[config.mk]
export PLATFORM = sky130hd
export DESIGN_NAME = fft_frame_sequencer
export DESIGN_NICKNAME = d
export VERILOG_FILES = /design/src/rtl/fft_pkg.sv /design/src/rtl/fft_frame_buf.sv /design/src/rtl/fft_frame_sequencer.sv
export SDC_FILE = /design/constraint.sdc
export NUM_CORES = 2
export LEC_CHECK = 0
export ABC_AREA = 1
export CORE_MARGIN = 2
export CORE_UTILIZATION = 67
export CTS_BUF_LIST = sky130_fd_sc_hd__clkbuf_16
export DETAILED_ROUTE_END_ITERATION = 8
export PLACE_DENSITY_LB_ADDON = 0.12
export SYNTH_ARGS = -nofsm -noshare
export SYNTH_HDL_FRONTEND = slang
export SYNTH_SLANG_ARGS = --single-unit
export TNS_END_PERCENT = 1
[constraint.sdc]
create_clock -name clk -period 9.1 [get_ports clk]
set_clock_uncertainty 0.2 [all_clocks]
set_input_delay 1.365 -clock clk [delete_from_list [all_inputs] [get_ports clk]]
set_output_delay 1.365 -clock clk [all_outputs]
set_load 0.02 [all_outputs]
[src/rtl/fft_pkg.sv]
// rtl/fft_pkg.sv - shared widths, defaults and state encoding for the FFT frame sequencer
package fft_pkg;
    localparam int DATA_W          = 16;
    localparam int N_DEFAULT       = 64;
    localparam int FFT_LAT_DEFAULT = 64;

    typedef enum logic [2:0] {
        ST_IDLE   = 3'd0,
        ST_FILL   = 3'd1,
        ST_START  = 3'd2,
        ST_STREAM = 3'd3,
        ST_DRAIN  = 3'd4
    } state_t;
endpackage

[src/rtl/fft_frame_buf.sv]
// rtl/fft_frame_buf.sv - N x {re,im} frame storage, one write port and one asynchronous read port
// Contents are deliberately not reset; every entry is rewritten before it is streamed.
module fft_frame_buf
    import fft_pkg::*;
#(
    parameter int N  = N_DEFAULT,
    parameter int AW = $clog2(N)
) (
    input  logic                i_clk,
    input  logic                i_wr_en,
    input  logic [AW-1:0]       i_wr_addr,
    input  logic [2*DATA_W-1:0] i_wr_data,
    input  logic [AW-1:0]       i_rd_addr,
    output logic [2*DATA_W-1:0] o_rd_data
);
    logic [2*DATA_W-1:0] r_mem [N];

    always_ff @(posedge i_clk) begin
        if (i_wr_en) begin
            r_mem[i_wr_addr] <= i_wr_data;
        end
    end

    assign o_rd_data = r_mem[i_rd_addr];
endmodule

[src/rtl/fft_frame_sequencer.sv]
// rtl/fft_frame_sequencer.sv - collects N samples, streams them gap-free to an FFT core and frames its results
// The latency counter is decoupled from the FSM so the output window may overlap STREAM.
module fft_frame_sequencer
    import fft_pkg::*;
#(
    parameter int N       = N_DEFAULT,
    parameter int FFT_LAT = FFT_LAT_DEFAULT
) (
    input  logic                 clk,
    input  logic                 nrst,
    input  logic                 clr,
    input  logic                 in_valid,
    output logic                 in_ready,
    input  logic [DATA_W-1:0]    in_re,
    input  logic [DATA_W-1:0]    in_im,
    output logic                 fft_start,
    output logic                 fft_valid,
    output logic [DATA_W-1:0]    fft_re,
    output logic [DATA_W-1:0]    fft_im,
    input  logic [DATA_W-1:0]    fft_out_re,
    input  logic [DATA_W-1:0]    fft_out_im,
    output logic                 out_valid,
    output logic                 out_last,
    output logic [$clog2(N)-1:0] out_idx,
    output logic [DATA_W-1:0]    out_re,
    output logic [DATA_W-1:0]    out_im,
    output logic                 busy,
    output logic [7:0]           frame_cnt
);
    localparam int IDX_W = $clog2(N);
    localparam int LAT_W = $clog2(FFT_LAT + N + 1);
    localparam logic [LAT_W-1:0] LAT_FIRST = LAT_W'(FFT_LAT);
    localparam logic [LAT_W-1:0] LAT_LAST  = LAT_W'(FFT_LAT + N - 1);
    localparam logic [IDX_W-1:0] IDX_LAST  = IDX_W'(N - 1);

    state_t              r_state, w_next;
    logic                r_arm;
    logic [IDX_W-1:0]    r_wr_ptr, r_rd_ptr;
    logic                r_lat_run;
    logic [LAT_W-1:0]    r_lat_cnt;
    logic                r_out_valid, r_out_last;
    logic [IDX_W-1:0]    r_out_idx;
    logic [DATA_W-1:0]   r_out_re, r_out_im;
    logic [7:0]          r_frame_cnt;
    logic                w_accept, w_fill_done, w_stream_done, w_cap;
    logic [IDX_W-1:0]    w_cap_idx;
    logic [2*DATA_W-1:0] w_rd_data;

    fft_frame_buf #(.N(N), .AW(IDX_W)) u_buf (
        .i_clk     (clk),
        .i_wr_en   (w_accept),
        .i_wr_addr (r_wr_ptr),
        .i_wr_data ({in_re, in_im}),
        .i_rd_addr (r_rd_ptr),
        .o_rd_data (w_rd_data)
    );

    assign w_accept      = in_valid && in_ready && !clr;
    assign w_fill_done   = w_accept && (r_wr_ptr == IDX_LAST);
    assign w_stream_done = (r_state == ST_STREAM) && (r_rd_ptr == IDX_LAST);
    assign w_cap         = r_lat_run && (r_lat_cnt >= LAT_FIRST) && (r_lat_cnt <= LAT_LAST);
    assign w_cap_idx     = IDX_W'(r_lat_cnt - LAT_FIRST);

    always_comb begin
        w_next    = r_state;
        in_ready  = 1'b0;
        fft_start = 1'b0;
        fft_valid = 1'b0;
        busy      = (r_state != ST_IDLE);
        case (r_state)
            ST_IDLE: begin
                in_ready = 1'b1;
                if (w_accept) w_next = ST_FILL;
            end
            ST_FILL: begin
                in_ready = 1'b1;
                if (w_fill_done) w_next = ST_START;
            end
            ST_START: begin
                fft_start = 1'b1;
                w_next    = ST_STREAM;
            end
            ST_STREAM: begin
                fft_valid = 1'b1;
                if (w_stream_done) w_next = ST_DRAIN;
            end
            ST_DRAIN: begin
                if (r_out_last) w_next = ST_IDLE;
            end
            default: w_next = ST_IDLE;
        endcase
        if (clr) w_next = ST_IDLE;
    end

    // r_arm holds the FSM for one edge after reset release.
    always_ff @(posedge clk or negedge nrst) begin
        if (!nrst) begin
            r_state <= ST_IDLE;
            r_arm   <= 1'b0;
        end else begin
            r_arm <= 1'b1;
            if (r_arm) r_state <= w_next;
        end
    end

    always_ff @(posedge clk or negedge nrst) begin
        if (!nrst) begin
            r_wr_ptr    <= '0;
            r_rd_ptr    <= '0;
            r_lat_run   <= 1'b0;
            r_lat_cnt   <= '0;
            r_out_valid <= 1'b0;
            r_out_last  <= 1'b0;
            r_out_idx   <= '0;
            r_out_re    <= '0;
            r_out_im    <= '0;
            r_frame_cnt <= '0;
        end else if (clr) begin
            r_wr_ptr    <= '0;
            r_rd_ptr    <= '0;
            r_lat_run   <= 1'b0;
            r_lat_cnt   <= '0;
            r_out_valid <= 1'b0;
            r_out_last  <= 1'b0;
            r_out_idx   <= '0;
            r_out_re    <= '0;
            r_out_im    <= '0;
        end else begin
            // N is a power of two, so both pointers wrap to 0 on their own.
            if (w_accept) r_wr_ptr <= r_wr_ptr + 1'b1;
            if (r_state == ST_STREAM) r_rd_ptr <= r_rd_ptr + 1'b1;
            if (r_state == ST_START) begin
                r_lat_run <= 1'b1;
                r_lat_cnt <= '0;
            end else if (r_lat_run) begin
                r_lat_cnt <= r_lat_cnt + 1'b1;
                if (r_lat_cnt == LAT_LAST) r_lat_run <= 1'b0;
            end
            r_out_valid <= w_cap;
            r_out_last  <= w_cap && (w_cap_idx == IDX_LAST);
            r_out_idx   <= w_cap ? w_cap_idx : '0;
            r_out_re    <= w_cap ? fft_out_re : '0;
            r_out_im    <= w_cap ? fft_out_im : '0;
            if (r_out_last) r_frame_cnt <= r_frame_cnt + 8'd1;
        end
    end

    assign fft_re    = fft_valid ? w_rd_data[2*DATA_W-1:DATA_W] : '0;
    assign fft_im    = fft_valid ? w_rd_data[DATA_W-1:0] : '0;
    assign out_valid = r_out_valid;
    assign out_last  = r_out_last;
    assign out_idx   = r_out_idx;
    assign out_re    = r_out_re;
    assign out_im    = r_out_im;
    assign frame_cnt = r_frame_cnt;
endmodule

# Word-level counts from Yosys, hierarchy flattened
# Memories as Yosys holds them, arrays and structs flattened.
# Cells that the tools add are included.
op_classes:
  n_lt_le_gt_ge: 2
  reduce_logical: 16
  eq_ne: 12
  addsub: 5
  n_mux: 32
  bitwise: 1
ops:
  columns: ["cell", "n"]
  rows:
  - ["$mux W16", 6]
  - ["$mux W6", 6]
  - ["$mux W8", 3]
  - ["$eq A6 B6 Y1 const B", 3]
  - ["$add A8 B1 Y8 const B", 2]
  - ["$mux W3", 5]
  - ["$pmux W3 S5", 1]
  - ["$add A6 B1 Y6 const B", 2]
  - ["$ne A3 B3 Y1 const B", 4]
  - ["$mux W1", 11]
  - ["$eq A8 B7 Y1 const B", 1]
  - ["$ge A8 B7 Y1 const B", 1]
  - ["$le A8 B7 Y1 const B", 1]
  - ["$logic_and A1 B1 Y1", 7]
  - ["$eq A3 B2 Y1 const B", 2]
  - ["$reduce_bool A3 Y1", 2]
  - ["$sub A6 B1 Y6 const B", 1]
  - ["$reduce_and A5 Y1", 1]
  - ["$reduce_bool A2 Y1", 2]
  - ["$eq A3 B1 Y1 const B", 1]
  - ["$eq A3 B3 Y1 const B", 1]
  - ["$logic_not A3 Y1", 1]
  - ["$reduce_and A2 Y1", 1]
  - ["$reduce_or A2 Y1", 1]
  - ["2 further kinds", 2]
totals:
  out_inout_bits: 84
  in_bits: 68
  wordCells: 81
  memories: 1
  ram_bits: 2048
  reg_bits: 73
memory_table:
  columns: ["name", "words", "word_bits", "rd", "rd_ports_with_merged_regs", "write_ports", "line_no", "text"]
  rows:
  - ["u_buf.r_mem", 64, 32, 1, 0, 1, "fft_frame_buf.sv:16", "logic [2*DATA_W-1:0] r_mem [N];"]

# Longest topological paths before layout
logic_depth:
  word_depth: 9
  ltp_mapped: 14
  mapped_depth_nobuf: 11

# By module
# A second synthesis with hierarchy kept.
hier_totals:
  hier_cells: 7123
  hier_area_um2: 85378.1
modules_own_cells:
  columns: ["mod", "cells_per_inst", "seq_area_each_um2", "area_each_um2", "instances"]
  rows:
  - ["fft_frame_buf", 6737, 61499.0, 82097.5, 1]
  - ["fft_frame_sequencer", 386, 1826.8, 3280.6, 1]

# Worst setup path before layout
# OpenSTA, ideal clock, no wires.
synth_timing:
  path_kind: "in2reg"
  from: "input port in_valid"
  to: "memory u_buf.r_mem[63][0] (netlist bit), enable pin"
  t_required_ns: 8.439
  arrival_time_ns: 3.860
  setup_slack_ns: 4.579
  path_buffers: 0
  setup_ns: 0.461
  path_stages: 4
  path_cell_list: "nand2_2 > nor2_4 > inv_2 > nor3_1"
synth_between:
  elab_chain_cells: 4
synth_rtl:
  columns: ["element", "line_no", "text"]
  rows:
  - ["start: declaration", "fft_frame_sequencer.sv:12", "input logic in_valid,"]
  - ["$logic_and A1 B1 Y1 (2 in series)", "fft_frame_sequencer.sv:58", "assign w_accept = in_valid && in_ready && !clr;"]
  - ["$mux W1", "fft_frame_buf.sv:19", "if (i_wr_en) begin"]
  - ["$mux W1 (implied by the code)", "fft_frame_buf.sv:20", "r_mem[i_wr_addr] <= i_wr_data;"]
  - ["end: declaration", "fft_frame_buf.sv:16", null]
# Every way passes these cells.

# Worst setup path after layout
layout_timing:
  from: "register r_rd_ptr[0]"
  to: "output port fft_re[14]"
layout_between:
  elab_chain_cells: 2
layout_rtl:
  columns: ["element", "line_no", "text"]
  rows:
  - ["start: declaration", "fft_frame_sequencer.sv:38", "logic [IDX_W-1:0] r_wr_ptr, r_rd_ptr;"]
  - ["start signal: assignment", "fft_frame_sequencer.sv:131", "if (r_state == ST_STREAM) r_rd_ptr <= r_rd_ptr + 1'b1;"]
  - ["$mem_v2 Z64 W32", null, null]
  - ["$mux W16", "fft_frame_sequencer.sv:148", "assign fft_re = fft_valid ? w_rd_data[2*DATA_W-1:DATA_W] : '0;"]
  - ["end: declaration", "fft_frame_sequencer.sv:18", "output logic [DATA_W-1:0] fft_re,"]
# Every way passes these cells.

==> results.json <==
{
  "ys_warn_count": 0,
  "synth_cell_types": 35,
  "muxShareOfSynthArea_pct": 0.0132,
  "status": "finished, final reports clean",
  "die_w_microns": 361,
  "synth_adder_area_share_pct": 0.0587,
  "total_power_mw": 20.1,
  "overflow": 0,
  "cts-resized-gates": 0,
  "cp_data_required_time_ns": 7.54,
  "io_buffers": 151,
  "fmaxAchievable_mhz": 139,
  "area_delta_synth_final_pct": 10.4,
  "grt_pass1_wl_microns": 344000,
  "p_int_mw": 15.5,
  "worst_pin_slew_ns": 1.32,
  "wl_per_cell_microns": 26.2,
  "antenna_found_initial": 4,
  "drv_slew": 0,
  "rr_startpoint": "r_state[0]",
  "rsz0062_at_grt": "no",
  "leakage_nw": 33.5,
  "yosysMostFrequentCell": "nand2_1",
  "io_pins": 152,
  "worstSetupPathType": "flip-flop to primary output",
  "clock_latency_ns": 0.83,
  "p_comb_share_pct": 7.1,
  "routed_wl_microns": 234000,
  "postCtsSetupRepairBufs": 0,
  "grtUsageTotal_pct": 35.9,
  "cts_buffers": 200,
  "finalSetupViolations": 0,
  "synthesis.area_sq_um": 85300,
  "timing.final.crit_period_ns": 7.19,
  "htree_levels": 4,
  "coreArea_sq_um": 126000,
  "crit_start": "r_rd_ptr[0]",
  "reg2reg_slack_ns": 4.99,
  "drc": 0,
  "avgSynthCellArea_sq_um": 12.0,
  "synth_seq_area_share_pct": 74.3,
  "row_count": 130,
  "cts_sinks": 2121,
  "final.setup.tns_ns": 0,
  "gp_congestion": 0.845,
  "hold_end": "frame_cnt[7]",
  "hp-class": "flip-flop to flip-flop",
  "synthCells": 7122,
  "startpoint_type": "flip-flop",
  "vias_per_cell": 6.43,
  "layout-drive-gt1-share_pct": 6.91,
  "yosys.area_share.simple_pct": 21.8,
  "synth-xor-area-share_pct": 0.134,
  "ys_top_cells_by_count": "nand2_1, edfxtp_1, nand3_1, buf_2, nor2_1",
  "cap_violations": 0,
  "clkPwrFrac_pct": 39.2,
  "yosys_most_used_dff": "edfxtp_1",
  "swShare_pct": 23.1,
  "hold_path_depth": 1,
  "final_antenna_net_count": 0,
  "ir_worst_vdd_uv": 238,
  "period_share_pct": 79.0,
  "dieArea_sq_um": 130000,
  "clk_pin_slew_worst_paths_ns": 0.06,
  "nets": 7221,
  "synth_edf_count": 2048,
  "drt_iter0_markers": 9523,
  "hold_start": "frame_cnt[7]",
  "synth_top_family_by_area": "simple AND/OR/NAND/NOR gates",
  "drtPass1Iterations": 8,
  "synth_compound_area_share_pct": 0.712,
  "arrival_ns": 5.63,
  "clock-root-buffer": "clkbuf_16",
  "worstReg2RegEnd": "u_buf.r_mem[11][26]",
  "start_util_pct": 67.7,
  "clock_path_buffers": 3,
  "cts_hold_buffers": 0,
  "num_vias": 57600,
  "slew_headroom_pct": 11.7,
  "p_switching_mw": 4.64,
  "seqPwrFrac_pct": 53.7,
  "grt_start_max_net_pins": 244,
  "synthTopCellsByArea": "edfxtp_1, nand3_1, nand2_1, dfrtp_1, buf_2",
  "die_y_microns": 361,
  "power.density_nw_per_um2": 214,
  "ys_async_sr_fraction_pct": 3.44,
  "cts_tree": "built",
  "crit_path_end_kind": "primary output",
  "hold_viol": 0,
  "critPathMaxFanout": 181,
  "dp_hpwl_microns": 112000,
  "grt_pass1_vias": 55400,
  "synth_top_area_share_pct": 72.1,
  "syn_nets": 7194,
  "rr_worst_depth": 8,
  "synth_top_area_cell": "edfxtp_1",
  "synth-seq-cells": 2121
}
cell type report:
| class | instances | area, sq um |
|---|---|---|
| Tap cell | 1650 | 2060 |
| Sequential cell | 2121 | 63300 |
| Clock inverter | 158 | 1130 |
| Fill cell | 7961 | 31700 |
| Inverter | 70 | 309 |
| Multi-Input combinational cell | 4475 | 19900 |
| Timing Repair Buffer | 281 | 2450 |
| Antenna cell | 1 | 2.50 |
| Clock buffer | 200 | 5000 |
how the worst max path moves through the flow:
stage	endpoint	slack, ns	depth (start not counted)
after global placement	fft_im[1]	3.02	10
after floorplan	u_buf.r_mem[63][0]	4.58	4
after detailed placement	fft_im[1]	3.02	10
after global routing	fft_im[6]	1.81	13
after CTS	fft_im[1]	2.09	10
final	fft_re[14]	1.91	11
sequential cells by signal (all words and copies together) (netlist names):
register,cells
u_buf.r_mem,2048
out_im,16
out_re,16
frame_cnt,8
r_lat_cnt,8
out_idx,6
r_rd_ptr,6
r_wr_ptr,6
r_state,3
out_last,1
out_valid,1
r_arm,1
r_lat_run,1
stage by stage:
stage / instance area [sq um] / worst slack (ns) / instances / util (%) / hold WS, ns
after detailed placement: 88000 / 3.02 / 8597 / 69.9 / 0.268
after floorplan: 85300 / 4.58 / 7122 / - / 0.283
after global routing: 94200 / 1.81 / 8955 / 74.8 / 0.292
after global placement: 88000 / 3.02 / 8597 / 69.9 / 0.261
after CTS: 94200 / 2.09 / 8955 / 74.8 / 0.279
final: 94200 / 1.91 / 8956 / 74.8 / 0.273
logic make-up (layout without fill, tap and decap cells):
logic type / Yosys count / count (layout)
and+or+nand+nor: 4343 / 4343
DFF: 2121 / 2121
buffers and inverters: 526 / 709
AOI/OAI and AO/OA: 113 / 113
xor gates and xnor gates: 13 / 13
adders and majority gates: 4 / 4
other: 1 / 2
muxes: 1 / 1
per-layer routing:
metal	GRT usage, %	vias up	wire length, microns
li1	-	25200	-
met1	49.6	27700	84700
met2	55.9	4117	109000
met3	8.06	622	30600
met4	15.6	4	10200
met5	0	-	29
cells in the final DEF (no fill, tap or decap), types with 3 or more instances in the layout:
cell type / synthesis / layout
a21oi_1: 38 / 38
buf_2: 258 / 32
xor2_1: 10 / 10
bufinv_16: 0 / 13
nor2_4: 2 / 65
nand3_4: 3 / 3
clkinv_2: 0 / 23
nor3_1: 10 / 9
buf_12: 0 / 10
nor2_1: 212 / 149
clkbuf_16: 0 / 200
nand2_1: 2341 / 2341
o21ai_0: 48 / 48
ha_1: 4 / 4
buf_4: 55 / 121
clkdlybuf4s50_1: 0 / 118
inv_6: 0 / 11
nand4_1: 8 / 8
inv_16: 0 / 4
inv_1: 64 / 108
edfxtp_1: 2048 / 2048
o22ai_1: 21 / 21
nand3_1: 1762 / 1762
xnor2_1: 3 / 3
clkinv_1: 1 / 58
clkinv_8: 0 / 4
dfrtp_1: 73 / 67
dfrtp_4: 0 / 5
critical path: stages, from the launching register on:
cell and delay (ns):
dfrtp_4 0.85, buf_12 0.57, buf_4 0.91, nand2_1 0.12
nand3_1 0.15, nand3_1 0.11, nand3_1 0.15, nand3_1 0.14
nand3_1 0.21, nand2_1 0.07, nor2_1 0.31, clkdlybuf4s50_1 0.68
power by group through the flow:
stage          clock network [mW]  registers (mW)  logic, mW
6_report                     7.88            10.8       1.43
5_1_grt                      8.28            10.8       1.56
4_1_cts                      7.90            10.8       1.41
3_5_place_dp                    0            11.0       1.40
3_3_place_gp                    0            11.0       1.36
2_1_floorplan                   0            11.0      0.892
Power figures use the tool's default switching activity.
